[config.mk]
export PLATFORM = sky130hd
export DESIGN_NAME = qspi_bus_arbiter
export DESIGN_NICKNAME = d
export VERILOG_FILES = /design/src/rtl/qspi_arb_pkg.sv /design/src/rtl/qspi_arb_sat_counter.sv /design/src/rtl/qspi_bus_arbiter.sv
export SDC_FILE = /design/constraint.sdc
export NUM_CORES = 1
export LEC_CHECK = 0
export CORE_MARGIN = 2
export CORE_UTILIZATION = 44
export CTS_BUF_LIST = sky130_fd_sc_hd__clkbuf_16
export CTS_CLUSTER_DIAMETER = 60
export DETAILED_ROUTE_END_ITERATION = 12
export PLACE_DENSITY = 0.8
export SLEW_MARGIN = 40
export SYNTH_ARGS = -nofsm -noshare
export SYNTH_HDL_FRONTEND = slang
export SYNTH_SLANG_ARGS = --single-unit
[constraint.sdc]
create_clock -name clk -period 2.8 [get_ports clk]
set_input_delay 0.56 -clock clk [delete_from_list [all_inputs] [get_ports clk]]
set_output_delay 0.56 -clock clk [all_outputs]
set_load 0.03 [all_outputs]
[src/rtl/qspi_arb_pkg.sv]
// Shared types and constants for the QSPI bus arbiter.
package qspi_arb_pkg;

    typedef enum logic [2:0] {
        IDLE,
        START,
        ACTIVE,
        STOP,
        GAP
    } arb_state_t;

    localparam logic [1:0] TGT_FLASH   = 2'd0;
    localparam logic [1:0] TGT_RAM_A   = 2'd1;
    localparam logic [1:0] TGT_RAM_B   = 2'd2;
    localparam logic [1:0] TGT_INVALID = 2'd3;

    // A request is only eligible for the bus when it names a real target.
    function automatic logic sel_valid(input logic [1:0] sel);
        return sel != TGT_INVALID;
    endfunction

endpackage

[src/rtl/qspi_arb_sat_counter.sv]
// Saturating up-counter with synchronous clear and a terminal flag
// (terminal = count has reached LIMIT). Never wraps.
module qspi_arb_sat_counter #(
    parameter int WIDTH = 5,
    parameter int LIMIT = 16
) (
    input  logic clk,
    input  logic rst,
    input  logic clr,
    input  logic inc,
    output logic terminal
);

    localparam logic [WIDTH-1:0] LIMIT_V = WIDTH'(LIMIT);

    logic [WIDTH-1:0] count_reg;

    // Count up while inc is held, stick at LIMIT, clear on request.
    always_ff @(posedge clk) begin
        if (rst || clr) begin
            count_reg <= '0;
        end else if (inc && (count_reg < LIMIT_V)) begin
            count_reg <= count_reg + 1'b1;
        end
    end

    assign terminal = (count_reg >= LIMIT_V);

endmodule

[src/rtl/qspi_bus_arbiter.sv]
// Two-requester arbiter for the shared QSPI pins / spi_flash_controller.
// Requester 0 (video stream) has priority and may preempt requester 1 at a
// word boundary after waiting PREEMPT_WAIT cycles. Each transaction is
// followed by CS_GAP cycles with every chip select high.
// Build option: define QSPI_ARB_ROUND_ROBIN_EN to alternate grants between
// the two requesters instead (preemption is then disabled).
module qspi_bus_arbiter
    import qspi_arb_pkg::*;
#(
    parameter int ADDR_BITS    = 24,
    parameter int PREEMPT_WAIT = 16,
    parameter int CS_GAP       = 2
) (
    input  logic                 clk,
    input  logic                 rst,
    input  logic                 req0,
    input  logic [ADDR_BITS-1:0] addr0,
    input  logic [1:0]           sel0,
    input  logic                 next0,
    input  logic                 done0,
    output logic                 grant0,
    output logic                 ready0,
    input  logic                 req1,
    input  logic [ADDR_BITS-1:0] addr1,
    input  logic [1:0]           sel1,
    input  logic                 next1,
    input  logic                 done1,
    output logic                 grant1,
    output logic                 ready1,
    output logic                 preempted1,
    output logic                 ctl_start,
    output logic                 ctl_continue,
    output logic                 ctl_stop,
    output logic [ADDR_BITS-1:0] ctl_addr,
    input  logic                 ctl_busy,
    input  logic                 ctl_select,
    output logic [2:0]           cs_n
);

    localparam int WAIT_W    = $clog2(PREEMPT_WAIT + 1);
    localparam int GAP_W     = 4;
    localparam int GAP_LIMIT = CS_GAP - 1;

    arb_state_t state_reg, state_next;

    logic                 grant0_reg, grant0_next;
    logic                 grant1_reg, grant1_next;
    logic                 start_reg, start_next;
    logic                 cont_reg, cont_next;
    logic                 stop_reg, stop_next;
    logic                 pre_reg, pre_next;
    logic [ADDR_BITS-1:0] addr_reg, addr_next;
    logic [1:0]           cur_sel_reg, cur_sel_next;
    logic [2:0]           cs_n_reg, cs_n_next;

    logic win0, win1, pick0, pick1, prefer0;
    logic engaged;
    logic wait_inc, wait_terminal, gap_terminal;
    logic preempt_en, preempt_hit;
    logic end0, end1, preempt_now;

    assign win0 = req0 && sel_valid(sel0);
    assign win1 = req1 && sel_valid(sel1);

`ifdef QSPI_ARB_ROUND_ROBIN_EN
    logic last_winner_reg;

    // Remember who was granted last so the other side wins a tie.
    always_ff @(posedge clk) begin
        if (rst) begin
            last_winner_reg <= 1'b1;
        end else if (pick0) begin
            last_winner_reg <= 1'b0;
        end else if (pick1) begin
            last_winner_reg <= 1'b1;
        end
    end

    assign prefer0    = last_winner_reg;
    assign preempt_en = 1'b0;
`else
    assign prefer0    = 1'b1;
    assign preempt_en = 1'b1;
`endif

    // Winner selection is only acted upon in IDLE.
    assign pick0 = (state_reg == IDLE) && win0 && (!win1 || prefer0);
    assign pick1 = (state_reg == IDLE) && win1 && !pick0;

    // A word is available only once the controller has settled after the
    // last start/continue pulse.
    assign ready0 = grant0_reg && (state_reg == ACTIVE) && !ctl_busy && !start_reg && !cont_reg;
    assign ready1 = grant1_reg && (state_reg == ACTIVE) && !ctl_busy && !start_reg && !cont_reg;

    // Preempt wait: counts while a valid req0 is pending under grant1.
    assign wait_inc = preempt_en && grant1_reg && win0;

    qspi_arb_sat_counter #(
        .WIDTH (WAIT_W),
        .LIMIT (PREEMPT_WAIT)
    ) u_wait_cnt (
        .clk      (clk),
        .rst      (rst),
        .clr      (!wait_inc),
        .inc      (wait_inc),
        .terminal (wait_terminal)
    );

    // Gap timer: counts cycles spent in GAP, idle otherwise.
    qspi_arb_sat_counter #(
        .WIDTH (GAP_W),
        .LIMIT (GAP_LIMIT)
    ) u_gap_cnt (
        .clk      (clk),
        .rst      (rst),
        .clr      (state_reg != GAP),
        .inc      (state_reg == GAP),
        .terminal (gap_terminal)
    );

    assign preempt_hit = preempt_en && wait_terminal;
    assign end0        = done0 || !req0;
    assign end1        = done1 || !req1;
    assign preempt_now = preempt_hit && ready1;

    // Next-state and pulse generation for the arbitration FSM.
    always_comb begin
        state_next   = state_reg;
        grant0_next  = grant0_reg;
        grant1_next  = grant1_reg;
        start_next   = 1'b0;
        cont_next    = 1'b0;
        stop_next    = 1'b0;
        pre_next     = 1'b0;
        addr_next    = addr_reg;
        cur_sel_next = cur_sel_reg;

        unique case (state_reg)
            IDLE: begin
                if (pick0) begin
                    addr_next    = addr0;
                    cur_sel_next = sel0;
                    grant0_next  = 1'b1;
                    state_next   = START;
                end else if (pick1) begin
                    addr_next    = addr1;
                    cur_sel_next = sel1;
                    grant1_next  = 1'b1;
                    state_next   = START;
                end
            end
            START: begin
                start_next = 1'b1;
                state_next = ACTIVE;
            end
            ACTIVE: begin
                if (grant0_reg) begin
                    if (end0) begin
                        stop_next   = 1'b1;
                        grant0_next = 1'b0;
                        state_next  = STOP;
                    end else if (next0 && ready0) begin
                        cont_next = 1'b1;
                    end
                end else if (grant1_reg) begin
                    if (end1 || preempt_now) begin
                        stop_next   = 1'b1;
                        pre_next    = !end1;
                        grant1_next = 1'b0;
                        state_next  = STOP;
                    end else if (next1 && ready1) begin
                        cont_next = 1'b1;
                    end
                end else begin
                    state_next = STOP;
                end
            end
            STOP: begin
                if (!ctl_busy) begin
                    state_next = GAP;
                end
            end
            GAP: begin
                if (gap_terminal) begin
                    state_next = IDLE;
                end
            end
            default: begin
                state_next = IDLE;
            end
        endcase
    end

    // Route the controller select to the current target only while engaged.
    assign engaged = (state_reg == START) || (state_reg == ACTIVE) || (state_reg == STOP);

    genvar gi;
    generate
        for (gi = 0; gi < 3; gi++) begin : g_cs
            assign cs_n_next[gi] = (engaged && (cur_sel_reg == 2'(gi))) ? ctl_select : 1'b1;
        end
    endgenerate

    // State and registered outputs.
    always_ff @(posedge clk) begin
        if (rst) begin
            state_reg   <= IDLE;
            grant0_reg  <= 1'b0;
            grant1_reg  <= 1'b0;
            start_reg   <= 1'b0;
            cont_reg    <= 1'b0;
            stop_reg    <= 1'b0;
            pre_reg     <= 1'b0;
            addr_reg    <= '0;
            cur_sel_reg <= TGT_FLASH;
            cs_n_reg    <= 3'b111;
        end else begin
            state_reg   <= state_next;
            grant0_reg  <= grant0_next;
            grant1_reg  <= grant1_next;
            start_reg   <= start_next;
            cont_reg    <= cont_next;
            stop_reg    <= stop_next;
            pre_reg     <= pre_next;
            addr_reg    <= addr_next;
            cur_sel_reg <= cur_sel_next;
            cs_n_reg    <= cs_n_next;
        end
    end

    assign grant0       = grant0_reg;
    assign grant1       = grant1_reg;
    assign ctl_start    = start_reg;
    assign ctl_continue = cont_reg;
    assign ctl_stop     = stop_reg;
    assign preempted1   = pre_reg;
    assign ctl_addr     = addr_reg;
    assign cs_n         = cs_n_reg;

endmodule
Word level (Yosys, flattened, before mapping)
Index checks and enable logic that the tools add are counted.
{"block": "classes", "add_sub_neg": 2, "magnitude_cmp": 4, "n_eq_ne": 18, "muxes": 34, "bitwise": 6, "n_reduce_logical": 50}
{"cell": "$mux W24", "n": 2}
{"cell": "$mux W3", "n": 8}
{"cell": "$logic_and A1 B1 Y1", "n": 22}
{"cell": "$mux W1", "n": 19}
{"cell": "$ne A2 B2 Y1 const B", "n": 8}
{"cell": "$pmux W3 S5", "n": 1}
{"cell": "$ne A3 B3 Y1 const B", "n": 3}
{"cell": "$logic_not A1 Y1", "n": 8}
{"cell": "$reduce_or A2 Y1", "n": 4}
{"cell": "$logic_or A1 B1 Y1", "n": 7}
{"cell": "$eq A3 B2 Y1 const B", "n": 2}
{"cell": "$not A1 Y1", "n": 6}
{"cell": "$add A5 B1 Y5 const B", "n": 1}
{"cell": "$ge A5 B5 Y1 const B", "n": 1}
{"cell": "$lt A5 B5 Y1 const B", "n": 1}
{"cell": "$reduce_and A5 Y1", "n": 1}
{"cell": "$reduce_or A5 Y1", "n": 1}
{"cell": "$add A4 B1 Y4 const B", "n": 1}
{"cell": "$ge A4 B1 Y1 const B", "n": 1}
{"cell": "$lt A4 B1 Y1 const B", "n": 1}
{"cell": "$mux W2", "n": 2}
{"cell": "$ne A4 B3 Y1 const B", "n": 1}
{"cell": "$pmux W1 S2", "n": 2}
{"cell": "$reduce_and A2 Y1", "n": 2}
{"cell": "8 further kinds", "n": 9}
{"block": "word_totals", "ff_bits": 47, "out_inout_bits": 35, "wordCells": 128}

Depth between registers and ports, before layout
{"block": "depth", "ltp_word": 11, "ltp_mapped": 7, "ltp_nobuf": 6}

Modules after synthesis
Synthesis repeated with hierarchy kept, for this count alone.
{"block": "hier_totals", "cells_unflattened": 301, "hier_area_um2": 2947.8}
{"mod": "qspi_bus_arbiter", "n_inst": 1, "cells_each": 255, "area_per_inst_um2": 2458.6}
{"mod": "qspi_arb_sat_counter at u_wait_cnt", "n_inst": 1, "cells_each": 25, "area_per_inst_um2": 254.0}
{"mod": "qspi_arb_sat_counter at u_gap_cnt", "n_inst": 1, "cells_each": 21, "area_per_inst_um2": 235.2}

Worst setup path before layout
OpenSTA, ideal clock, no wires.
{"block": "synth_path", "path_kind": "input-to-reg", "from": "input port ctl_busy", "to": "register grant1_reg, in the netlist grant1", "setup_time_ns": 0.128, "arrival_ns": 1.576, "path_slack_ns": 1.096, "cell_stages": 4, "n_path_buf": 0, "path_cell_list": "or4b_1 > a211o_1 > a22oi_1 > nor2_1"}
{"block": "synth_via", "elab_chain_cells": 10}
{"element": "start, declared", "line": "qspi_bus_arbiter.sv:35", "text": "input logic ctl_busy,"}
{"element": "$logic_not A1 Y1"}
{"element": "$logic_and A1 B1 Y1 (3 in a row)", "line": "qspi_bus_arbiter.sv:93", "text": "assign ready1 = grant1_reg && (state_reg == ACTIVE) && !ctl_busy && !start_reg && !cont_reg;"}
{"element": "$logic_and A1 B1 Y1", "line": "qspi_bus_arbiter.sv:124", "text": "assign preempt_now = preempt_hit && ready1;"}
{"element": "$logic_or A1 B1 Y1", "line": "qspi_bus_arbiter.sv:166", "text": "if (end1 || preempt_now) begin"}
{"element": "$mux W1", "line": "qspi_bus_arbiter.sv:166"}
{"element": "$mux W1", "line": "qspi_bus_arbiter.sv:165", "text": "end else if (grant1_reg) begin"}
{"element": "$mux W1", "line": "qspi_bus_arbiter.sv:157", "text": "if (grant0_reg) begin"}
{"element": "$pmux W1 S2", "line": "qspi_bus_arbiter.sv:138", "text": "unique case (state_reg)"}
{"element": "end signal, assigned", "line": "qspi_bus_arbiter.sv:220", "text": "grant1_reg <= grant1_next;"}
{"element": "end, declared", "line": "qspi_bus_arbiter.sv:47", "text": "logic grant1_reg, grant1_next;"}
Every way passes these cells. The select of a mux whose other input is x is not followed.
A chain may end at the register's enable or synchronous reset.

Worst setup path after layout
{"block": "layout_path", "from": "input port ctl_busy", "to": "output port ready1"}
{"block": "layout_via", "elab_chain_cells": 4}
{"element": "$logic_not A1 Y1"}
{"element": "$logic_and A1 B1 Y1 (3 in a row)", "line": "qspi_bus_arbiter.sv:93"}
{"element": "end, declared", "line": "qspi_bus_arbiter.sv:29", "text": "output logic ready1,"}
Every way passes these cells.

==> results.md <==
- Leading area contributor after synthesis: dfxtp_1
- #FFs+latches synth: between 40 and 50
- Die H: 73.4 µm
- N_diodes: 0
- CP Buf/Inv Count: 2
- Vias/cell: 5.32
- Die Wd: 73.4 µm
- Maximum capacitance violations: 0
- Largest net degree at the start of global routing: 53
- Final net count: around 380
- Synth Area per Inst: roughly 9.6 µm²
- Yosys warns: 0
- Clk sinks: 47
- Min Tclk post-route: 2.36 ns
- Ys flop type: dfxtp_1
- Static leakage: roughly 1.2 nW
- Crit path max fanout: 4
- I/O pin count: 97
- Initial Utilization: 0.451
- DRT iter0 DRCs: 105
- Total gr overflow: 0
- Status: complete, no violations
- Worst slew margin: 0.645
- CP endpoint kind: output pin
- Worst Path Arrival: roughly 1.8 ns
- Seq/Total Area, Yosys: 0.444
- Share of layout cells above drive strength 1: 0.0355
- Clk Latency, worst-skew pair: 0.28 ns
- HP Class: flop to flop
- Max Slew Vio Count: 0
- Fmax: about 420 MHz
- Synth cell types: 39
- Initial antenna violation count: 0
- Post-synth top area share: 0.444
- Remaining routing DRC violations: 0
- Cell area after synthesis: around 2100 µm²
- WL final: roughly 5200 µm
- Vias in the first global route: roughly 1.8k
- TNS Setup: 0 ns
- Worst r2r dst: ctl_addr[14]
- Hold Fails Final Rpt: 0
- Post-synth EDFFs: 0
- Vias: ~1.9k
- RSZ-0062 raised after global routing: no
- CP cell instances: clkdlybuf4s50_1 -> nor3_1 -> and3_1 -> dlymetal6s2s_1
- Ranking of synthesized cells by area: dfxtp_1 (44%), mux2i_1 (13%), a211oi_1 (9.2%)
- Worst vdd ir: ~450 µV
- Synth top cells by count: dfxtp_1 (47), nor2_1 (43), mux2i_1 (27)
- Multiplexer share of the synthesized area: 0.128
- Post-Syn Nets: 286
- Pre-Repair DR Iteration Count: 4
- Total Routing Usage GR: 0.192
- R2R cell count: 4
- Port bufs: 96
- Crit path capture: ready1
- Total core area: about 4700 µm²
- Worst EP required: 2.24 ns
- Worst r2r src: state_reg[0]
- Compound-cell area share of the yosys netlist: 0.139
- CTS tree: done
- WL per Instance: ~14 µm
- Cells after synthesis: 220
- Final HPWL DP: 3660 µm
- Pre-CTS setup slack: 0.0605 ns
- Worst-margin pin slew: approximately 0.53 ns
- WS Path Type: input port to output pin
- Die area: around 5400 µm²
- Post-Synth Simple-Gate Area: 0.184
- Crit share post-route: 0.844
- Worst path max stage delay: 0.46 ns
- Delay-heaviest family, CP: buffers and inverters
- Total power: slightly above 2 mW
- CTS buffer count: 5
- Critical Path Start: ctl_busy
- Largest family of logic cells by synthesized area: simple AND/OR/NAND/NOR gates
- Layout area overhead: 51.4%
- Setup ws final: 0.437 ns
- Reg2Reg Setup Slack: approximately 1.1 ns
- Critical Path Source Type: input port
- Final Cell Area: 3210 µm²
- First-pass GRT wire length: 7990 µm
- CTS Hold Buffers Added: 0
- Row Count: 25
- H-tree depth: 2
- Clk_skew: ~0.0053 ns
- Clock-pin slew of the registers on the worst-case setup and hold paths: 0.06 ns
- PD cells: roughly 630 nW/µm²
- Post-synthesis adder-cell area fraction: 0.0236
- Root Buffer: clkbuf_16
- Final setup fails: 0
- Largest register FFs: 24
- Post-DP Area: 3040 µm²
- CTS Buffer Depth: 2
- CP Depth: 4
- Routed Antenna Nets: 0
- Routability Congestion: ~0.84
- Max stage delay cell, worst path: clkdlybuf4s50_1
- Ys async rst share: 0
- Synth Area in XOR/XNOR: 0.0165
- Post-CTS setup buffer count: 0
- Count leader, synth: dfxtp_1
-- layout make-up --
type	count	area, µm²
clock buffer	5	125
clock inverter	3	38.8
fill	407	1480
inverter	4	15.0
multi-input combinational	153	1040
sequential	47	941
tap	54	67.6
timing repair buffer	98	981
-- cells by family (layout without fill, tap and decap cells) --
group	after synthesis	in the layout
adders and majority gates	4	4
AOI/OAI and AO/OA	41	41
DFF	47	47
muxes	27	27
xor gates and xnor gates	4	4
buffers and inverters	20	110
and+or+nand+nor	77	77
-- worst min-delay path by stage --
| stage | slack, ns | cells past startpoint | to | start |
|---|---|---|---|---|
| after CTS | 0.42 | 1 | cs_n[1] | cur_sel_reg[0] |
| final | 0.41 | 1 | cs_n[1] | cur_sel_reg[0] |
| after global routing | 0.43 | 1 | cs_n[1] | cur_sel_reg[0] |
| after global placement | 0.41 | 1 | cs_n[1] | cur_sel_reg[0] |
| after floorplan | 0.37 | 1 | cs_n[1] | cur_sel_reg[0] |
| after detailed placement | 0.40 | 1 | cs_n[1] | cur_sel_reg[0] |
-- per-stage QoR --
| step | utilization | hold slack [ns] | std cells |
|---|---|---|---|
| floorplan | - | 0.373 | 220 |
| global placement | 0.648 | 0.407 | 356 |
| detailed placement | 0.648 | 0.402 | 356 |
| CTS | 0.683 | 0.415 | 364 |
| global route | 0.684 | 0.426 | 364 |
| finish | 0.684 | 0.408 | 364 |
-- cells in the final DEF, fill, tap and decap left out, drive strengths merged, types with 3 or more instances in the layout --
master and instances:
nand3b 4, o21ai 3, a211oi 26, a21oi 3, dfxtp 47, mux2i 27, nor2b 3, clkbuf 5
nor3 4, inv 4, nor2 43, and3 4, clkdlybuf4s50 94, ha 4, nand2 6
-- power by group --
group	switching, mW	total [mW]	internal, mW
Clock	0.244	0.660	0.416
Combinational	0.287	0.560	0.274
Sequential	0.0535	0.793	0.739
-- metal layers --
metal  track usage  wire, µm
met1         0.242      2290
met2         0.309      2450
met3        0.0604       378
met4        0.0667       114
met5             0         0
-- timing repair --
action | CTS | global route
gates resized for setup | 0 | 2
endpoints found under the hold margin | 0 | 0
endpoints found under the setup margin | 0 | 2
No activity file was read; power rests on OpenSTA's default activity.
